===== src/rtl/msg_unpack.sv =====
// msg_unpack: receive-side message deframer.
// Collects a command byte plus its optional argument bytes from the UART
// receiver into cmd/a1/a2/a3. The command is flagged (cmd_ready) as soon as
// it arrives, so the consumer can start arbitrating while arguments are
// still outstanding (busy). Stalled frames are aborted on a timeout.
//
// Ports:
//   clk_sys     system clock
//   rst_n       asynchronous active-low reset
//   uart_data   received byte, bit 0 is the MSB
//   uart_ready  high while uart_data is valid; a rising edge marks a byte
//   reset       frame consumed, return to IDLE (synchronous)
//   cmd_ready   command byte held in cmd
//   busy        argument bytes still outstanding
//   cmd/a1/a2/a3  command and argument registers (bit 0 is the MSB)
//   err         one-cycle pulse on timeout abort
//   drop        one-cycle pulse when a byte is discarded
//
// state | meaning
// IDLE  | waiting for a command byte
// A1    | waiting for argument 1
// A2H   | waiting for argument 2 high byte
// A2L   | waiting for argument 2 low byte
// A3H   | waiting for argument 3 high byte
// A3L   | waiting for argument 3 low byte
// DONE  | frame complete, outputs held, further bytes dropped
module msg_unpack #(
  parameter int unsigned TIMEOUT_CYCLES = 100000
) (
  input  logic        clk_sys,
  input  logic        rst_n,
  input  logic [0:7]  uart_data,
  input  logic        uart_ready,
  input  logic        reset,
  output logic        cmd_ready,
  output logic        busy,
  output logic [0:7]  cmd,
  output logic [0:7]  a1,
  output logic [0:15] a2,
  output logic [0:15] a3,
  output logic        err,
  output logic        drop
);

  localparam int unsigned CW = $clog2(TIMEOUT_CYCLES);
  // Loaded with T-1 and fired at 1 so err appears exactly T cycles after
  // the strobe that loaded it.
  localparam logic [CW-1:0] LP_LOAD = CW'(TIMEOUT_CYCLES - 1);
  localparam logic [CW-1:0] LP_ONE  = CW'(1);

  typedef enum logic [2:0] {
    S_IDLE, S_A1, S_A2H, S_A2L, S_A3H, S_A3L, S_DONE
  } state_t;

  state_t r_state, w_next;

  logic          r_uart_ready_q;
  logic          r_cmd_ready, r_busy, r_err, r_drop;
  logic [0:7]    r_cmd, r_a1;
  logic [0:15]   r_a2, r_a3;
  logic [CW-1:0] r_tmo_cnt;

  logic w_strb, w_in_arg, w_tmo;
  logic w_cmd_ready, w_busy, w_err, w_drop, w_cnt_load;
  logic w_cap_cmd, w_cap_a1, w_cap_a2h, w_cap_a2l, w_cap_a3h, w_cap_a3l;

  function automatic state_t after_a1(input logic p2, input logic p3);
    return p2 ? S_A2H : (p3 ? S_A3H : S_DONE);
  endfunction

  function automatic state_t after_a2(input logic p3);
    return p3 ? S_A3H : S_DONE;
  endfunction

  assign w_strb   = uart_ready & ~r_uart_ready_q;
  assign w_in_arg = (r_state == S_A1)  || (r_state == S_A2H) || (r_state == S_A2L) ||
                    (r_state == S_A3H) || (r_state == S_A3L);
  assign w_tmo    = w_in_arg && (r_tmo_cnt == LP_ONE);

  always_ff @(posedge clk_sys or negedge rst_n) begin
    if (!rst_n) r_state <= S_IDLE;
    else        r_state <= w_next;
  end

  always_comb begin
    w_next      = r_state;
    w_cmd_ready = r_cmd_ready;
    w_busy      = r_busy;
    w_err       = 1'b0;
    w_drop      = 1'b0;
    w_cnt_load  = 1'b0;
    w_cap_cmd   = 1'b0;
    w_cap_a1    = 1'b0;
    w_cap_a2h   = 1'b0;
    w_cap_a2l   = 1'b0;
    w_cap_a3h   = 1'b0;
    w_cap_a3l   = 1'b0;
    if (reset) begin
      w_next      = S_IDLE;
      w_cmd_ready = 1'b0;
      w_busy      = 1'b0;
      w_drop      = w_strb;
    end else if (w_tmo) begin
      w_next      = S_IDLE;
      w_cmd_ready = 1'b0;
      w_busy      = 1'b0;
      w_err       = 1'b1;
      w_drop      = w_strb;
    end else if (w_strb) begin
      w_cnt_load = 1'b1;
      case (r_state)
        S_IDLE: begin
          w_cap_cmd   = 1'b1;
          w_cmd_ready = 1'b1;
          w_next      = uart_data[1] ? S_A1 : after_a1(uart_data[2], uart_data[3]);
        end
        S_A1: begin
          w_cap_a1 = 1'b1;
          w_next   = after_a1(r_cmd[2], r_cmd[3]);
        end
        S_A2H: begin
          w_cap_a2h = 1'b1;
          w_next    = S_A2L;
        end
        S_A2L: begin
          w_cap_a2l = 1'b1;
          w_next    = after_a2(r_cmd[3]);
        end
        S_A3H: begin
          w_cap_a3h = 1'b1;
          w_next    = S_A3L;
        end
        S_A3L: begin
          w_cap_a3l = 1'b1;
          w_next    = S_DONE;
        end
        S_DONE: begin
          w_drop     = 1'b1;
          w_cnt_load = 1'b0;
        end
        default: w_next = S_IDLE;
      endcase
      if (r_state != S_DONE) w_busy = (w_next != S_DONE);
    end
  end

  always_ff @(posedge clk_sys or negedge rst_n) begin
    if (!rst_n) begin
      r_uart_ready_q <= 1'b1;  // a level already high at release is not a byte
      r_cmd_ready    <= 1'b0;
      r_busy         <= 1'b0;
      r_err          <= 1'b0;
      r_drop         <= 1'b0;
      r_tmo_cnt      <= '0;
    end else begin
      r_uart_ready_q <= uart_ready;
      r_cmd_ready    <= w_cmd_ready;
      r_busy         <= w_busy;
      r_err          <= w_err;
      r_drop         <= w_drop;
      if (w_cnt_load)    r_tmo_cnt <= LP_LOAD;
      else if (w_in_arg) r_tmo_cnt <= r_tmo_cnt - LP_ONE;
    end
  end

  // Data registers survive the synchronous reset; downstream keeps using them.
  always_ff @(posedge clk_sys or negedge rst_n) begin
    if (!rst_n) begin
      r_cmd <= '0;
      r_a1  <= '0;
      r_a2  <= '0;
      r_a3  <= '0;
    end else begin
      if (w_cap_cmd) begin
        r_cmd <= uart_data;
        r_a1  <= '0;
        r_a2  <= '0;
        r_a3  <= '0;
      end
      if (w_cap_a1)  r_a1       <= uart_data;
      if (w_cap_a2h) r_a2[0:7]  <= uart_data;
      if (w_cap_a2l) r_a2[8:15] <= uart_data;
      if (w_cap_a3h) r_a3[0:7]  <= uart_data;
      if (w_cap_a3l) r_a3[8:15] <= uart_data;
    end
  end

  assign cmd_ready = r_cmd_ready;
  assign busy      = r_busy;
  assign err       = r_err;
  assign drop      = r_drop;
  assign cmd       = r_cmd;
  assign a1        = r_a1;
  assign a2        = r_a2;
  assign a3        = r_a3;

endmodule

===== config.mk =====
export PLATFORM = sky130hd
export DESIGN_NAME = msg_unpack
export DESIGN_NICKNAME = d
export VERILOG_FILES = /design/src/rtl/msg_unpack.sv
export SDC_FILE = /design/constraint.sdc
export NUM_CORES = 1
export LEC_CHECK = 0
export ABC_AREA = 1
export ABC_CLOCK_PERIOD_IN_PS = 1750
export CAP_MARGIN = 20
export CORE_MARGIN = 2
export CORE_UTILIZATION = 45
export DETAILED_ROUTE_END_ITERATION = 12
export DONT_BUFFER_PORTS = 1
export GPL_TIMING_DRIVEN = 0
export HOLD_SLACK_MARGIN = 0.15
export SYNTH_ARGS = -nofsm -noshare
export SYNTH_HDL_FRONTEND = slang
export SYNTH_SLANG_ARGS = --single-unit

===== constraint.sdc =====
create_clock -name clk_sys -period 1.75 [get_ports clk_sys]
set_clock_uncertainty 0.15 [all_clocks]
set_input_delay 0.175 -clock clk_sys [delete_from_list [all_inputs] [get_ports clk_sys]]
set_output_delay 0.175 -clock clk_sys [all_outputs]
set_load 0.01 [all_outputs]

=== After elaboration in Yosys (flattened, before gate mapping) ===
Cells that the tools add are included.

* Flip-flop bits (word level): 73
* Input bits: 12
* Output and inout bits: 52
* Logic and storage cells: 105

* Add/sub/neg operators: 1
* Equality and inequality tests: 9
* Mux-type cells: 63
* Bitwise gates (word level): 2
* Reductions and logical operators: 17

{| class="wikitable"
|+ Operators by type and width
! kind !! number
|-
| 8-bit 2-to-1 mux || 6
|-
| 1-bit 2-to-1 mux || 42
|-
| 17-bit 2-to-1 mux || 2
|-
| 3-bit 2-to-1 mux || 9
|-
| 3-bit one-hot mux with 7 select lines || 1
|-
| 17-bit by 1-bit == test with 1-bit output (second input constant) || 1
|-
| 17-bit by 1-bit subtractor with 17-bit output (second input constant) || 1
|-
| 16-bit 2-to-1 mux || 1
|-
| 2-bit nonzero test || 6
|-
| 3-bit == test (second input constant) || 3
|-
| 3-bit nonzero test || 3
|-
| 3-bit by 2-bit == test with 1-bit output (second input constant) || 2
|-
| 3-bit inequality test (second input constant) || 2
|-
| 1-bit logical OR || 4
|-
| 2-bit 2-to-1 mux || 2
|-
| 2-bit AND reduction || 2
|-
| 3-bit by 1-bit == test with 1-bit output (second input constant) || 1
|-
| 3-bit logical NOT || 1
|-
| 1-bit bitwise AND || 1
|-
| 1-bit logical AND || 1
|-
| 1-bit NOT || 1
|}

=== Logic depth before layout (Yosys ltp) ===
Gate-level depths: netlist (run 1).

* Depth after elaboration: 13
* Mapped depth: 9
* Mapped depth without buffers: 9

=== Worst setup path before layout (run 1) ===
No wires, ideal clock.

* Path type: register -> register
* From: reg r_state[1]
* To: reg r_a3, in the netlist a3[10]
* Library setup time: 0.118 ns
* Arrival: 1.371 ns
* Path slack: 0.111 ns
* Stages on the path, launching flop included: 8
* Buffers on the path: 1
* Cells stage by stage: dfrtp_1 -> buf_6 -> inv_2 -> nand3_2 -> nor2_1 -> nand3_4 -> nand3_1 -> nand2_1

* Word-level cells in the longest chain between the ends: 9
* Elaborated cells between the ends (all ways): 21
* Those cells by class: eq/ne: 5; mux: 9; reduce/logical: 7

{| class="wikitable"
|+ RTL lines
! item !! line !! RTL
|-
| start, declared || 55 || <nowiki>state_t r_state, w_next;</nowiki>
|-
| start signal, assigned || 82 || <nowiki>else r_state <= w_next;</nowiki>
|-
| 3-bit by 1-bit == test with 1-bit output or 3-bit by 2-bit == test with 1-bit output (tied branches) || 76 || <nowiki>assign w_in_arg = (r_state == S_A1) || (r_state == S_A2H) || (r_state == S_A2L) ||</nowiki>
|-
| 1-bit logical OR (3 in series) || 76 ||
|-
| 1-bit logical OR || 77 || <nowiki>(r_state == S_A3H) || (r_state == S_A3L);</nowiki>
|-
| 1-bit logical AND || 78 || <nowiki>assign w_tmo = w_in_arg && (r_tmo_cnt == LP_ONE);</nowiki>
|-
| 1-bit 2-to-1 mux || 103 || <nowiki>end else if (w_tmo) begin</nowiki>
|-
| 1-bit 2-to-1 mux || 98 || <nowiki>if (reset) begin</nowiki>
|-
| 8-bit 2-to-1 mux or 2-bit nonzero test (tied branches) || - ||
|-
| end, declared || 60 || <nowiki>logic [0:15] r_a2, r_a3;</nowiki>
|}

Parallel ways exist; a longest one is shown, timed or not.
A chain may end at the register's enable or synchronous reset.

=== Worst setup path in the final report (run 1) ===
* From: reg r_state[0]
* To: reg r_a1, in the netlist a1[2]

* Word-level cells in the longest chain between the ends: 9
* Elaborated cells between the ends (all ways): 21
* Those cells by class: eq/ne: 5; mux: 9; reduce/logical: 7

{| class="wikitable"
|+ RTL lines
! item !! line !! RTL
|-
| 3-bit by 1-bit == test with 1-bit output or 3-bit by 2-bit == test with 1-bit output (tied branches) || 76, 111 ||
|-
| 1-bit logical OR (3 in series) || 76 ||
|-
| 1-bit logical OR || 77 ||
|-
| 1-bit logical AND || 78 ||
|-
| 1-bit 2-to-1 mux || 103 ||
|-
| 1-bit 2-to-1 mux || 98 ||
|-
| 8-bit 2-to-1 mux or 2-bit nonzero test (tied branches) || - ||
|-
| end signal, assigned || 180 || <nowiki>if (w_cap_a1) r_a1 <= uart_data;</nowiki>
|-
| end, declared || 59 || <nowiki>logic [0:7] r_cmd, r_a1;</nowiki>
|}

Parallel ways exist; a longest one is shown, timed or not.

==> impl_metrics.yaml, run 1 <==
outcome:
  run_status: "finished with violations"
  violations: "negative hold slack, negative setup slack"
global_route:
  grt.total_usage_pct: 22.83
  grt_pass1_vias: 2971
  overflow: 0
  antenna_found_initial: 0
  grt_max_degree: 74
  grt_first_pass_wirelength_um: 15440
synthesis:
  synth.net_count: 427
  synth_area_leaders: "dfrtp_1 50%, nand3_1 9.6%, nand2_1 9.5%, nand4_1 8.3%, inv_1 3.4%"
  avgSynthCellArea_um2: 8.795
  synth_warnings: 0
  ys.flop_type: "dfrtp_1"
  synth_top_area_share_pct: 49.60
  synth_top_cell_by_area: "dfrtp_1"
  syn_inst: 413
  synth_area_um2: 3632
  ys_ff_latch: 73
  synth-async-reset-ratio_pct: 100.0
  synth_edf_count: 0
  synth_commonest_cells: "92 x nand2_1, 72 x dfrtp_1, 70 x nand3_1"
  synth_seq_area_share_pct: 50.33
  synth_most_common_cell: "nand2_1"
  synth_cell_types: 32
worst_setup_path:
  cp.required_ps: 1850
  slowest_stage: "dfrtp_1"
  r2r_cells: 8
  crit_type: "reg -> reg"
  cp_cell_sequence: "buf_6, nor2_8, nand2_4, nand3_4, nand4_4, buf_6, nand4_1, nand2_1"
  crit_path_end_kind: "flip-flop"
  cp_slowest_stage_delay_ps: 370
  critPathMostFrequentCell: "buf_6"
  start_kind: "flip-flop"
  cp_max_fo: 8
  cp.arrival_ps: 1870
clocking:
  ctsRootBufferMaster: "clkbuf_8"
  htreeDepth: 3
  cts_buffers: 9
  clockBufferDepth: 2
  clkLatencyLatePin_ps: 360
  clkTransAtPathRegs_ps: 90
  cts_tree: "yes"
  clock-sinks: 73
sta:
  timing.hold.ws_ps: -651.0
  relSlewSlack_pct: 66.83
  tightest_slew_ps: 497.5
  setup_violations: 3
  setup_ws_ps: -21.60
  post-route-min-period_ps: 1772
  fmax_mhz: 564.5
  maxSlewViolCount: 0
  hold_viol_final: 74
  fin_crit_sh_pct: 101.2
  rsz0062_at_grt: "yes"
power_and_ir_drop:
  peakVddDrop_mv: 0.5377
  seqPwrFrac_pct: 48.7
  p_switching_mw: 1.150
  power_density_nw_per_um2: 874.8
  leakage_nw: 2.233
  p_clk_share_pct: 37.2
  p_comb_share_pct: 14.0
  switching_share_pct: 28.42
  p_total_mw: 4.048
  p_int_mw: 2.897
finish:
  drive_gt1_share_pct: 27.84
  nets: 476
  area_growth_pct: 27.39
detailed_routing:
  antenna_left: 0
  wl_per_cell_um: 16.87
  first_iter_violations: 176
  drc: 0
  viasPerCell: 5.553
  vias: 3165
  drtPass1Iterations: 5
  wirelength_um: 9614
floorplanning:
  start_util_pct: 46.76
  coreArea_um2: 7767
  io_pins: 64
  die_area_um2: 8806
  die_w_um: 93.84
  die_h_um: 93.84
  placementRows: 32
job:
  cap_violations: 0
placement:
  place_congestion: 0.8463
  hpwl_um: 6275
  place_ws_ps: -148.1
  io_buffers: 0
min_path:
  hp-class: "in -> async"
## layout by cell type, fill, tap and decap left out, types with 12 or more instances in the layout
cell type  synthesis  routed
buf_4              3      20
inv_1             33      28
nand3_1           70      54
dfrtp_1           72      71
buf_6              1      12
nor2_1            23      13
nand2_1           92      88
nand4_1           48      48
nand3_2            4      16
## cells by family after synthesis
group	synth area share [%]
xor+xnor	0.7235
flops	50.33
compound gates	1.895
fa+ha+maj	0.6888
buf+inv	6.579
simple gates	37.62
mux	2.170
## layout make-up
| cell class | instances | area (um^2) |
|---|---|---|
| flip-flops and latches | 73 | 1829 |
| inverters | 37 | 153.9 |
| plain buffers | 19 | 145.1 |
| fillers | 706 | 3141 |
| repair buffers | 37 | 345.3 |
| clock inverters | 6 | 90.09 |
| clock buffers | 10 | 137.6 |
| multi-input cells | 285 | 1795 |
| diodes | 1 | 2.502 |
| well taps | 102 | 127.6 |
## flip-flops by register name, summed over array words and instances (netlist names)
signal,count
r_tmo_cnt,17
cmd_ready,1
a3,16
cmd,8
a1,8
r_state,3
r_uart_ready_q,1
drop,1
a2,16
err,1
busy,1
## timing repair
item                                   4_1_cts  5_1_grt
setup buffers                               11       12
setup endpoints to repair                   52       67
pin swaps                                    6       19
hold buffers                                 9        2
endpoints found under the hold margin      134       93
resized for setup                           19       72
gates cloned                                 2        2
## routing by layer
metal  wire (um)  GRT usage, %  vias up
met3         635         6.982       12
met2        4391         32.26       73
met4         136         6.763        0
met5           0             0        -
li1            -             -     1530
met1        4450         33.65     1550
## final timing paths
check | startpoint | to | slack [ps]
setup / recovery | r_state[0]$_DFFE_PN0P_ | a1[2]$_DFFE_PN0P_ | -20
hold / removal | rst_n | a2[9]$_DFFE_PN0P_ | -650
setup reg to reg | r_state[0]$_DFFE_PN0P_ | a1[2]$_DFFE_PN0P_ | -20
hold reg to reg | r_tmo_cnt[16]$_DFFE_PN0P_ | r_tmo_cnt[16]$_DFFE_PN0P_ | 390
max in group asynchronous | rst_n | r_uart_ready_q$_DFF_PN1_ | 1920
min in group clk_sys | reset | err$_DFF_PN0_ | -250
## power by group through the flow
stage	registers [mW]	clock network, mW	logic, mW
6_report	1.97	1.51	0.568
5_1_grt	2.00	1.62	0.630
4_1_cts	1.97	1.53	0.491
3_5_place_dp	2.00	0	0.415
3_3_place_gp	2.00	0	0.406
2_1_floorplan	1.97	0	0.335
## critical path, delay by kind of cell, from the launching register on
kind / cells / cell delay [ps]
AND/OR/NAND/NOR: 6 / 780
buffers and inverters: 2 / 350
flip-flops: 1 / 370
## per-stage QoR
stage | TNS, ps | instance area (um^2) | hold WS (ps) | util [%] | std cells
floorplan | 0 | 3632 | -270.6 | - | 413
global placement | -4202 | 3760 | -267.6 | 48.41 | 515
detailed placement | -5312 | 3760 | -267.4 | 48.41 | 515
CTS | 0 | 4278 | -652.5 | 55.07 | 553
global route | -3461 | 4624 | -662.6 | 59.54 | 569
finish | -27.03 | 4627 | -651.0 | 59.57 | 570
Power figures use the tool's default switching activity.
==> inputs of run 2 (changes only) <==
--- a/config.mk
+++ b/config.mk
@@ -6,7 +6,7 @@
 export NUM_CORES = 1
 export LEC_CHECK = 0
 export ABC_AREA = 1
-export ABC_CLOCK_PERIOD_IN_PS = 1750
+export ABC_CLOCK_PERIOD_IN_PS = 1900
 export CAP_MARGIN = 20
 export CORE_MARGIN = 2
 export CORE_UTILIZATION = 45
==> constraint.sdc (replaced) <==
create_clock -name clk_sys -period 1.9 [get_ports clk_sys]
set_clock_uncertainty 0.15 [all_clocks]
set_input_delay 0.19 -clock clk_sys [delete_from_list [all_inputs] [get_ports clk_sys]]
set_output_delay 0.19 -clock clk_sys [all_outputs]
set_load 0.01 [all_outputs]
==> run 2 against run 1 <==
Compared with the run above:
- total power shrank 10%
- sequential power down 8%
- final cell count fell by 3.7%
- global-route usage is 0.75 points lower
- wire length shrank 6.2%
- cell area fell by 8.3%
- sequential cell count did not move
- combinational power is 23% lower
- the run ends with negative hold slack left
- die area unchanged
- critical endpoint is now a3[6]$_DFFE_PN0P_
==> impl_metrics.yaml, run 2 (synthesis results as in run 1) <==
clocking:
  clkLatencyLatePin_ps: 350
  htreeDepth: 3
  cts_buffers: 9
  clock-sinks: 73
  clkTransAtPathRegs_ps: 90
  clockBufferDepth: 2
  ctsRootBufferMaster: "clkbuf_8"
  cts_tree: "yes"
placement:
  io_buffers: 0
  place_congestion: 0.8463
  place_ws_ps: 1.856
  hpwl_um: 6275
  dpl_cell_area_um2: 3760
  post-place-cells: 515
sta:
  fin_crit_sh_pct: 97.69
  post-route-min-period_ps: 1856
  rsz0062_at_grt: "no"
  fmax_mhz: 538.7
  fin_tns_setup_ps: 0
  maxSlewViolCount: 0
  timing.hold.ws_ps: -630.2
  setup_violations: 0
  hold_viol_final: 73
  relSlewSlack_pct: 65.41
  tightest_slew_ps: 516.9
  setup_ws_ps: 43.82
outcome:
  violations: "negative hold slack"
  run_status: "finished with violations"
floorplanning:
  die_h_um: 93.84
  io_pins: 64
  start_util_pct: 46.76
  placementRows: 32
  die_w_um: 93.84
  die_area_um2: 8806
  coreArea_um2: 7767
global_route:
  grt_first_pass_wirelength_um: 14930
  antenna_found_initial: 0
  grt.total_usage_pct: 22.08
  grt_pass1_vias: 2856
  overflow: 0
  grt_max_degree: 74
finish:
  final_core_util_pct: 54.64
  area_growth_pct: 16.84
  stdcell_count: 549
  multiInputGateArea_um2: 1615
  drive_gt1_share_pct: 16.55
  largest-register: "r_tmo_cnt"
  nets: 456
  final_cell_mix: "92 x nand2_1, 72 x dfrtp_1, 69 x nand3_1"
  final_common_cell: "nand2_1"
  final_area_um2: 4244
  largest_reg_flops: 17
  n_fill_cell: 751
  n_antenna_cell: 0
  final-seq-area_um2: 1828
worst_setup_path:
  cp_cell_sequence: "dlygate4sd3_1, inv_2, buf_2, clkbuf_1, nand4_1, nand2_1"
  crit_end: "a3[6]$_DFFE_PN0P_"
  critPathTopFamily: "buffers and inverters"
  cp.depth: 6
  crit_type: "in -> reg"
  cp.required_ps: 2040
  cp_max_fo: 10
  cp.buffers_inverters: 4
  reg2reg_to: "a1[2]$_DFFE_PN0P_"
  crit_path_end_kind: "flip-flop"
  cp_slowest_stage_delay_ps: 580
  crit_start: "reset"
  cp.arrival_ps: 2000
  rr_startpoint: "r_state[1]$_DFFE_PN0P_"
  start_kind: "input port"
  slowest_stage: "dlygate4sd3_1"
  r2r_cells: 9
  ff2ff_setup_slack_ps: 100
job:
  cap_violations: 0
detailed_routing:
  first_iter_violations: 211
  wirelength_um: 9016
  wl_per_cell_um: 16.42
  drtPass1Iterations: 4
  drc: 0
  viasPerCell: 5.546
  vias: 3045
  antenna_left: 0
min_path:
  hp-class: "in -> async"
power_and_ir_drop:
  leakage_nw: 2.093
  power_density_nw_per_um2: 854.3
  p_total_mw: 3.626
  peakVddDrop_mv: 0.4945
-- run 2: layout make-up --
| type | instances | area share (%) |
|---|---|---|
| clock inverter | 6 | 2.123 |
| buffer | 19 | 3.154 |
| tap | 102 | 3.007 |
| clock buffer | 10 | 3.243 |
| multi-input combinational | 284 | 38.06 |
| sequential | 73 | 43.07 |
| timing repair buffer | 18 | 4.068 |
| inverter | 37 | 3.272 |
-- run 2: worst min-delay path by stage --
stage,from,end,slack [ps],depth (start not counted)
floorplan,rst_n,a1[0]$_DFFE_PN0P_,-260,0
global placement,rst_n,r_tmo_cnt[13]$_DFFE_PN0P_,-250,0
detailed placement,rst_n,r_tmo_cnt[13]$_DFFE_PN0P_,-250,0
CTS,rst_n,a3[3]$_DFFE_PN0P_,-640,0
global route,rst_n,a2[9]$_DFFE_PN0P_,-650,0
finish,rst_n,a2[11]$_DFFE_PN0P_,-630,0
-- run 2: power breakdown --
part	internal, mW	switching (mW)
registers	1.68	0.133
logic	0.162	0.273
clock network	0.779	0.602
total	2.62	1.01
-- run 2: what timing repair did --
item	in CTS	in global routing
hold buffers	9	2
resized for setup	0	27
setup buffers	1	5
endpoints found under the hold margin	135	76
pin swaps	1	3
endpoints found under the setup margin	3	52
cloned	0	1
-- run 2: layer usage --
| layer | GRT usage [%] | share of wire [%] |
|---|---|---|
| met5 | 0 | 0 |
| met4 | 6.522 | 0.98 |
| met3 | 6.742 | 8.4 |
| met2 | 30.65 | 45 |
| met1 | 33.02 | 46 |
==> inputs of run 3 (changes only) <==
--- a/config.mk
+++ b/config.mk
@@ -8,7 +8,6 @@
 export ABC_AREA = 1
 export ABC_CLOCK_PERIOD_IN_PS = 1900
 export CAP_MARGIN = 20
-export CORE_MARGIN = 2
 export CORE_UTILIZATION = 45
 export DETAILED_ROUTE_END_ITERATION = 12
 export DONT_BUFFER_PORTS = 1
==> run 3 against run 2 <==
Compared with the run above:
- register-to-register slack lost 30 ps
- count of clock-buffer cells in the layout is the same
- hold slack gained 9.5 ps
- maximum frequency grew 1.7%
- critical endpoint is now a1[5]$_DFFE_PN0P_
- combinational power is essentially flat
- the flow still finishes with violations (negative hold slack)
- final cell count grew 0.36%
- first-iteration DRC count shrank 12%
- total power shrank 0.64%
- utilization shrank 0.52 points
- non-clock buffer count grew 2
- sequential power is essentially flat
==> impl_metrics.yaml, run 3 (synthesis results as in run 1) <==
floorplanning:
  start_util_pct: 46.76
  placementRows: 32
  die_area_um2: 8435
  die_h_um: 91.84
  die_w_um: 91.84
  coreArea_um2: 7767
  io_pins: 64
worst_setup_path:
  start_kind: "flip-flop"
  cp_max_fo: 7
  ff2ff_setup_slack_ps: 70
  cp.required_ps: 2040
  reg2reg_to: "a1[5]$_DFFE_PN0P_"
  crit_end: "a1[5]$_DFFE_PN0P_"
  cp.arrival_ps: 1960
  r2r_cells: 6
  rr_startpoint: "r_uart_ready_q$_DFF_PN1_"
  crit_type: "reg -> reg"
  crit_start: "r_uart_ready_q$_DFF_PN1_"
  crit_path_end_kind: "flip-flop"
finish:
  n_fill_cell: 734
  final_common_cell: "nand2_1"
  n_antenna_cell: 0
  final_area_um2: 4204
  nets: 458
  final_cell_mix: "92 x nand2_1, 72 x dfrtp_1, 69 x nand3_1"
  largest-register: "r_tmo_cnt"
  largest_reg_flops: 17
  drive_gt1_share_pct: 17.15
  area_growth_pct: 15.74
sta:
  timing.hold.ws_ps: -620.6
  tightest_slew_ps: 489.3
  post-route-min-period_ps: 1826
  fmax_mhz: 547.8
  fin_crit_sh_pct: 96.08
  hold_viol_final: 73
  maxSlewViolCount: 0
  setup_violations: 0
  relSlewSlack_pct: 67.26
global_route:
  grt_max_degree: 74
  grt_pass1_vias: 2847
  grt.total_usage_pct: 22.74
  overflow: 0
  antenna_found_initial: 0
  grt_first_pass_wirelength_um: 14840
clocking:
  cts_tree: "yes"
  ctsRootBufferMaster: "clkbuf_8"
  clkLatencyLatePin_ps: 340
  clkTransAtPathRegs_ps: 90
  htreeDepth: 3
  clockBufferDepth: 2
  cts_buffers: 9
  clock-sinks: 73
detailed_routing:
  first_iter_violations: 185
  wl_per_cell_um: 16.44
  drtPass1Iterations: 4
  wirelength_um: 9056
  drc: 0
  viasPerCell: 5.510
  vias: 3036
  antenna_left: 0
placement:
  io_buffers: 0
  hpwl_um: 6304
  dpl_cell_area_um2: 3760
  place_congestion: 0.8609
power_and_ir_drop:
  peakVddDrop_mv: 0.5826
  p_total_mw: 3.603
  power_density_nw_per_um2: 857.0
  leakage_nw: 2.087
min_path:
  hp-class: "in -> async"
outcome:
  run_status: "finished with violations"
  violations: "negative hold slack"
job:
  cap_violations: 0
-- run 3: changes by cell type in the layout (fill, tap and decap cells not counted), moves of 3 or more --
cell | before | now
nand3_2 | 2 | 5
buf_4 | 8 | 12
buf_2 | 4 | 7
buf_6 | 6 | 2
nand3_4 | 6 | 3
-- run 3: area by class of cell --
class	count	area [um^2]	share of cell area [%]
Clock inverter	6	92.59	2.202
Inverter	37	138.9	3.304
Sequential cell	73	1828	43.48
Timing Repair Buffer	20	177.7	4.226
Clock buffer	10	127.6	3.036
Multi-Input combinational cell	284	1602	38.10
Buffer	19	110.1	2.619
Tap cell	102	127.6	3.036
-- run 3: repair_timing --
action	CTS	global route
pin swaps	1	4
endpoints found under the hold margin	134	76
hold buffers	9	2
setup buffers	1	8
endpoints found under the setup margin	9	46
resized for setup	2	15
-- run 3: through the flow --
step                std cells  utilization [%]  hold WS (ps)  setup TNS (ps)  setup WS (ps)
floorplan                 413                -        -255.6               0          261.3
global placement          515            48.41        -253.0               0          7.423
detailed placement        515            48.41        -252.7          -46.91         -17.16
CTS                       541            52.63        -637.9               0          8.445
global route              551            54.12        -650.0          -69.36         -25.86
finish                    551            54.12        -620.6               0          74.47
-- run 3: worst min-delay path by stage --
stage	startpoint	cells past startpoint	slack, ps	to
2_1_floorplan	rst_n	0	-260	a1[0]$_DFFE_PN0P_
3_3_place_gp	rst_n	0	-250	r_tmo_cnt[13]$_DFFE_PN0P_
3_5_place_dp	rst_n	0	-250	r_tmo_cnt[13]$_DFFE_PN0P_
4_1_cts	rst_n	0	-640	a2[7]$_DFFE_PN0P_
5_1_grt	rst_n	0	-650	a2[10]$_DFFE_PN0P_
6_report	rst_n	0	-620	a2[7]$_DFFE_PN0P_
-- run 3: worst max-delay path, stage by stage, from the launching register on --
cell	delay, ps
dfstp_2	380
nor2_4	180
inv_2	150
nor4_4	470
buf_4	220
nand4_1	120
nand2_1	100
-- run 3: per-layer routing --
metal  vias up  part of all wire, %  global-route usage [%]
li1       1476                    -                       -
met1      1452                   45                   32.24
met2        96                   44                   32.59
met3        12                  8.7                   6.716
met4         0                  1.7                   8.854
met5         -                    0                       0
-- run 3: report_power, final --
part           switching (mW)  total [mW]  internal, mW
Combinational           0.275       0.435         0.161
Sequential              0.134        1.81          1.68
Clock                   0.613        1.36         0.744
